==> config.mk <==
export PLATFORM = sky130hd
export DESIGN_NAME = ccbus_arbiter
export DESIGN_NICKNAME = d
export VERILOG_FILES = /design/src/rtl/ccbus_arbiter.sv
export SDC_FILE = /design/constraint.sdc
export NUM_CORES = 1
export LEC_CHECK = 0
export ABC_AREA = 1
export BUFFER_PORTS_ARGS = -buffer_cell sky130_fd_sc_hd__buf_4
export CAP_MARGIN = 20
export CORE_MARGIN = 5
export CORE_UTILIZATION = 57
export DETAILED_ROUTE_END_ITERATION = 8
export GPL_ROUTABILITY_DRIVEN = 0
export PLACE_DENSITY = 0.79
export SYNTH_ARGS = -nofsm -noshare
export SYNTH_HDL_FRONTEND = slang
export SYNTH_SLANG_ARGS = --single-unit
==> constraint.sdc <==
create_clock -name CLK -period 3.9 [get_ports CLK]
set_input_delay 0.78 -clock CLK [delete_from_list [all_inputs] [get_ports CLK]]
set_output_delay 0.78 -clock CLK [all_outputs]
set_load 0.02 [all_outputs]
==> src/rtl/ccbus_arbiter.sv <==
// ---------------------------------------------------------------------------
// ccbus_arbiter
//   Grants the shared coherent bus to one of two CPUs, for either a data-class
//   transaction or an instruction fetch.  Data requests normally win over
//   instruction fetches. A saturating starve counter lets a waiting
//   instruction fetch override data after four data grants. Within each class,
//   the CPU that was just served loses priority to the other CPU. Every grant
//   is held until coherence_control pulses done. A one-cycle RELEASE gap
//   follows before the next arbitration.
//
// Ports
//   CLK       in   system clock, rising edge
//   nRST      in   asynchronous active-low reset
//   dreq[1:0] in   per-CPU data-class request
//   ireq[1:0] in   per-CPU instruction-fetch request
//   done      in   one-cycle completion pulse for the granted transaction
//   busy      out  a grant is held
//   gnt_cpu   out  granted CPU index (0 when not busy)
//   gnt_type  out  0 = data grant, 1 = instruction grant (0 when not busy)
//   dgnt[1:0] out  one-hot data grant
//   igrant[1:0] out one-hot instruction grant
//   ccwait[1:0] out snoop-hold to the non-granted CPU during a data grant
// ---------------------------------------------------------------------------
module ccbus_arbiter (
    input  logic       CLK,
    input  logic       nRST,
    input  logic [1:0] dreq,
    input  logic [1:0] ireq,
    input  logic       done,
    output logic       busy,
    output logic       gnt_cpu,
    output logic       gnt_type,
    output logic [1:0] dgnt,
    output logic [1:0] igrant,
    output logic [1:0] ccwait
);

    typedef enum logic [1:0] {
        IDLE    = 2'd0,
        DGRANT  = 2'd1,
        IGRANT  = 2'd2,
        RELEASE = 2'd3
    } state_t;

    localparam logic [2:0] STARVE_MAX = 3'd4;

    state_t     state_q,    state_d;
    logic       gnt_cpu_q,  gnt_cpu_d;
    logic       gnt_type_q, gnt_type_d;
    logic       busy_q,     busy_d;
    logic [1:0] dgnt_q,     dgnt_d;
    logic [1:0] igrant_q,   igrant_d;
    logic [1:0] ccwait_q,   ccwait_d;
    logic       dprio_q,    dprio_d;
    logic       iprio_q,    iprio_d;
    logic [2:0] starve_q,   starve_d;

    logic       ovr;
    logic       dwin;
    logic       iwin;

    function automatic logic [1:0] onehot(input logic k);
        return k ? 2'b10 : 2'b01;
    endfunction

    // Winners are chosen from the priority pointer; if the favoured CPU is not
    // requesting, the other one is taken (it must be requesting when used).
    assign ovr  = (starve_q == STARVE_MAX) && (|ireq);
    assign dwin = dreq[dprio_q] ? dprio_q : ~dprio_q;
    assign iwin = ireq[iprio_q] ? iprio_q : ~iprio_q;

    always_comb begin
        state_d    = state_q;
        gnt_cpu_d  = gnt_cpu_q;
        gnt_type_d = gnt_type_q;
        busy_d     = busy_q;
        dgnt_d     = dgnt_q;
        igrant_d   = igrant_q;
        ccwait_d   = ccwait_q;
        dprio_d    = dprio_q;
        iprio_d    = iprio_q;
        starve_d   = starve_q;

        case (state_q)
            IDLE: begin
                if ((|dreq) && !ovr) begin
                    state_d    = DGRANT;
                    gnt_cpu_d  = dwin;
                    gnt_type_d = 1'b0;
                    busy_d     = 1'b1;
                    dgnt_d     = onehot(dwin);
                    ccwait_d   = onehot(~dwin);
                    igrant_d   = 2'b00;
                end else if (|ireq) begin
                    state_d    = IGRANT;
                    gnt_cpu_d  = iwin;
                    gnt_type_d = 1'b1;
                    busy_d     = 1'b1;
                    igrant_d   = onehot(iwin);
                    dgnt_d     = 2'b00;
                    ccwait_d   = 2'b00;
                    starve_d   = 3'd0;
                end
            end
            DGRANT: begin
                if (done) begin
                    state_d = RELEASE;
                    dprio_d = ~gnt_cpu_q;
                    // Only a data grant completed while a fetch waits counts
                    // towards instruction starvation.
                    if ((|ireq) && (starve_q != STARVE_MAX)) begin
                        starve_d = starve_q + 3'd1;
                    end
                    gnt_cpu_d  = 1'b0;
                    gnt_type_d = 1'b0;
                    busy_d     = 1'b0;
                    dgnt_d     = 2'b00;
                    igrant_d   = 2'b00;
                    ccwait_d   = 2'b00;
                end
            end
            IGRANT: begin
                if (done) begin
                    state_d    = RELEASE;
                    iprio_d    = ~gnt_cpu_q;
                    gnt_cpu_d  = 1'b0;
                    gnt_type_d = 1'b0;
                    busy_d     = 1'b0;
                    dgnt_d     = 2'b00;
                    igrant_d   = 2'b00;
                    ccwait_d   = 2'b00;
                end
            end
            RELEASE: begin
                state_d = IDLE;
            end
            default: begin
                state_d = IDLE;
            end
        endcase
    end

    always_ff @(posedge CLK or negedge nRST) begin
        if (!nRST) begin
            state_q    <= IDLE;
            gnt_cpu_q  <= 1'b0;
            gnt_type_q <= 1'b0;
            busy_q     <= 1'b0;
            dgnt_q     <= 2'b00;
            igrant_q   <= 2'b00;
            ccwait_q   <= 2'b00;
            dprio_q    <= 1'b0;
            iprio_q    <= 1'b0;
            starve_q   <= 3'd0;
        end else begin
            state_q    <= state_d;
            gnt_cpu_q  <= gnt_cpu_d;
            gnt_type_q <= gnt_type_d;
            busy_q     <= busy_d;
            dgnt_q     <= dgnt_d;
            igrant_q   <= igrant_d;
            ccwait_q   <= ccwait_d;
            dprio_q    <= dprio_d;
            iprio_q    <= iprio_d;
            starve_q   <= starve_d;
        end
    end

    assign busy     = busy_q;
    assign gnt_cpu  = gnt_cpu_q;
    assign gnt_type = gnt_type_q;
    assign dgnt     = dgnt_q;
    assign igrant   = igrant_q;
    assign ccwait   = ccwait_q;

endmodule
# Yosys cells after proc, flatten, opt, wreduce, memory -nomap -nowiden

Cells that the tools add are included.

Register bits: 16
Input bits: 7
Output and inout port bits: 9
Word-level logic and storage cells: 78

Add/subtract/negate cells: 1
Magnitude comparators: 2
Equal/unequal tests: 11
Mux-type cells: 36
Bitwise logic cells: 3
Reduce and logical (&&, ||, !) cells: 15

Operators with widths:

| cell                  | count |
|---|---|
| $mux W2               | 12 |
| $mux W1               | 12 |
| $mux W3               | 4 |
| $pmux W2 S2           | 3 |
| $ne A2 B2 Y1 const B  | 4 |
| $ne A3 B3 Y1 const B  | 2 |
| $pmux W1 S2           | 3 |
| $pmux W2 S3           | 1 |
| $pmux W3 S2           | 1 |
| $reduce_and A2 Y1     | 3 |
| $reduce_or A2 Y1      | 3 |
| $reduce_and A5 Y1     | 1 |
| $eq A2 B2 Y1 const B  | 2 |
| $lt A1 B2 Y1 const B  | 2 |
| $reduce_bool A2 Y1    | 2 |
| $add A3 B1 Y3 const B | 1 |
| $eq A3 B3 Y1 const B  | 1 |
| $logic_and A1 B1 Y1   | 3 |
| $not A1 Y1            | 3 |
| $reduce_and A3 Y1     | 1 |
| $eq A2 B1 Y1 const B  | 1 |
| $logic_not A2 Y1      | 1 |
| $ne A2 B1 Y1 const B  | 1 |
| $logic_not A1 Y1      | 1 |

# Longest topological paths before layout

Word-level depth: 7
Depth in mapped cells: 10
Gate-level depth less buffers: 10

# Worst setup path after synthesis

Ideal clock, no wire load.

Path kind: reg-to-output
Start point: register dgnt_q[0] (netlist: dgnt[0])
End point: output port dgnt[0]
Arrival time: 626 ps
Data required time: 3,120 ps
Slack: 2,494 ps
Cell stages (with the launch flop): 2
Buffers on the path: 1
Cells stage by stage: dfrtp_1 -> buf_4

RTL lines:

| what                   | line | source |
|---|---|---|
| from (decl)            | 51   | `logic [1:0] dgnt_q, dgnt_d;` |
| from (signal assigned) | 160  | `dgnt_q <= dgnt_d;` |
| to (decl)              | 33   | `output logic [1:0] dgnt,` |

No word-level cell between the ends.

# Final worst setup path

Start point: register gnt_cpu_q (netlist: gnt_cpu)
End point: output port gnt_cpu

RTL lines:

| what                   | line | source |
|---|---|---|
| from (decl)            | 48   | `logic gnt_cpu_q, gnt_cpu_d;` |
| from (signal assigned) | 157  | `gnt_cpu_q <= gnt_cpu_d;` |
| to (decl)              | 31   | `output logic gnt_cpu,` |

No word-level cell between the ends.

==> results.toml <==
[status]
outcome = "complete, no violations"

[sta]
fin_skew_ns = 0.00449
finalHoldViolations = 0
fmax_ghz = 0.597
fin_crit_sh = 0.429
final.setup.tns_ns = 0
slew_violations = 0
worst_pin_slew_ns = 0.269
setup_viol = 0
relSlewSlack = 0.819
rsz0062_at_grt = "false"
fin_crit_ns = 1.67

[cts]
ctsResizeCount = 0
cts_tree = "done"
clock_sinks = 14
clkSlewWorstSetupHoldPaths_ns = 0.09
cts.path.max_buffers = 2
clk_latency_ns = 0.29
holdBufCountCts = 0
htreeDepth = 1
numCtsBuffers = 3
postCtsSetupBuffers = 0
cts_root_buffer = "clkbuf_4"

[pwr]
ir_drop_mv = 0.380
p_per_area_nw_per_um2 = 758
switching_share = 0.457
leakage_nw = 0.577
p_seq_frac = 0.320
intPower_mw = 0.419
power.share.clock = 0.139
switchingPower_mw = 0.352
power_frac_comb = 0.541

[critical_path]
path_buf_inv = 1
slowest_stage = "dfrtp_1"
crit_arrival_ns = 0.89
cp_max_fo = 4
worstPathRequired_ns = 3.12
critical_path_class = "reg -> out"
path_cells = "buf_4"
cp-start-kind = "register"
end_kind = "primary output"
crit_path_max_incr_delay_ns = 0.43
crit_family = "flip-flops"

[logic_synthesis]
synth_area_leaders = "dfrtp_1 41%, nand2_1 15%, ha_1 8.7%, inv_1 5.7%, nand2_2 3.6%"
synthCells = 109
synth_area_um2 = 863
yosysWarnings = 0
yosysTopAreaCellShare = 0.406
synth.avg_cell_area_um2 = 7.92
synth_cell_type_count = 20
syn_nets = 122
synth_seq_cells = 14
synth_largest_area_cell = "dfrtp_1"
yosysSeqAreaShare = 0.406

[layout]
diodes = 0
syn2layout_area_growth_pct = 17.8
finalNetCount = 140
fin_cells = 142
seq_area_um2 = 350
fill_cells = 125
multi_input_area_um2 = 438
final_common_cell = "nand2_1"
final_cell_mix = "34 x nand2_1, 15 x buf_4, 14 x dfrtp_1"
drive_gt1_frac = 0.262
final_util = 0.691

[drt]
drt_iter0_drc = 13
remaining_drc_errors = 0
wl_per_cell_um = 12.3
ant_nets = 0
avgViaCountPerCell = 5.11
wl_um = 1750
vias = 726
drt_pre_antenna_iters = 4

[floorplan]
num_rows = 14
die_area_um2 = 2390
start_util = 0.587
design.core.area_um2 = 1470
ioPinCount = 16
fp.dieH_um = 48.9
die_w_um = 48.9

[placed_design]
dpl.cell_count = 138
port-buffer-count = 15
hpwlAfterDp_um = 1370

[global_routing]
antenna_found_initial = 0
grt_max_degree = 15
grt_first_pass_wirelength_um = 3110
grtUsageTotal = 0.162
first_global_vias = 706
grt_overflow = 0

[job]
drv_cap = 0

[hold_path]
hold_path_class = "in -> async"
## metrics by stage
step           power [mW]  hold WS [ns]  setup slack [ns]  cell area [µm²]
6_report            0.771         0.316              2.23             1020
5_1_grt             0.846         0.327              2.20             1020
4_1_cts             0.774         0.328              2.23             1020
3_5_place_dp        0.665         0.469              2.29              981
3_3_place_gp        0.657         0.473              2.30              981
2_1_floorplan       0.555         0.466              2.49              863
## Yosys cell counts
| master | number |
|---|---|
| o21ai_0 | 4 |
| ha_1 | 6 |
| o211ai_1 | 1 |
| nor2_2 | 1 |
| a21oi_1 | 1 |
| nand2_1 | 34 |
| dfrtp_1 | 14 |
| nand2_4 | 1 |
| o21ai_1 | 6 |
| nand2_2 | 5 |
| a31oi_1 | 1 |
| inv_2 | 3 |
| nand3b_4 | 1 |
| nand3_2 | 3 |
| inv_1 | 13 |
| buf_4 | 2 |
| or2_1 | 1 |
| nor2_1 | 4 |
| nand3_1 | 3 |
| nand4_1 | 5 |
## layer usage
metal / share of wire / GRT usage / vias up / routed length [µm]
met5: 0 / 0 / - / 0
met4: 0.019 / 0.0673 / 0 / 33
met3: 0.055 / 0.0428 / 5 / 96
met2: 0.47 / 0.252 / 18 / 818
met1: 0.46 / 0.211 / 325 / 797
li1: - / - / 378 / -
## flip-flops by register name (all words and copies together) (netlist names)
register and count:
gnt_type 1, iprio_q 1, dprio_q 1, busy 1
ccwait 1, state_q 2, starve_q 3, dgnt 1
igrant 2, gnt_cpu 1
## path summary, 6_finish.rpt
path	start	end	slack, ns	cells after the start
setup / recovery	gnt_cpu	gnt_cpu	2.23	1
hold / removal	nRST	starve_q[2]	0.32	1
setup reg to reg	state_q[1]	starve_q[1]	2.43	8
hold reg to reg	busy	busy	0.48	2
max in group asynchronous	nRST	gnt_type	3.41	1
min in group CLK	busy	busy	0.48	2
## final cells by class
class / count / area share
inverter: 16 / 0.0590
sequential: 14 / 0.344
tap: 16 / 0.0197
timing repair buffer: 15 / 0.111
multi-input combinational: 77 / 0.431
clock buffer: 4 / 0.0357
## cell families (layout without fill, tap and decap cells)
logic type / Yosys count / after routing / synth area share
AO/OA/AOI/OAI: 13 / 13 / 0.0797
adder cells (fa/ha/maj): 6 / 6 / 0.0870
buffers and inverters: 18 / 35 / 0.0870
AND/OR/NAND/NOR: 58 / 58 / 0.341
flip-flops: 14 / 14 / 0.406
## power groups by stage
stage	registers [mW]	clock network (mW)	logic, mW
6_report	0.246	0.107	0.417
5_1_grt	0.255	0.116	0.474
4_1_cts	0.246	0.109	0.419
3_5_place_dp	0.248	0	0.417
3_3_place_gp	0.245	0	0.412
2_1_floorplan	0.272	0	0.283
## worst reg2reg max path: cells and delay by family (launching register included)
| kind | cells | cell delay, ns |
|---|---|---|
| adder cells (fa/ha/maj) | 1 | 0.22 |
| buffers and inverters | 1 | 0.11 |
| flip-flops | 1 | 0.41 |
| AND/OR/NAND/NOR | 6 | 0.63 |
(Power assumes the default switching activity.)
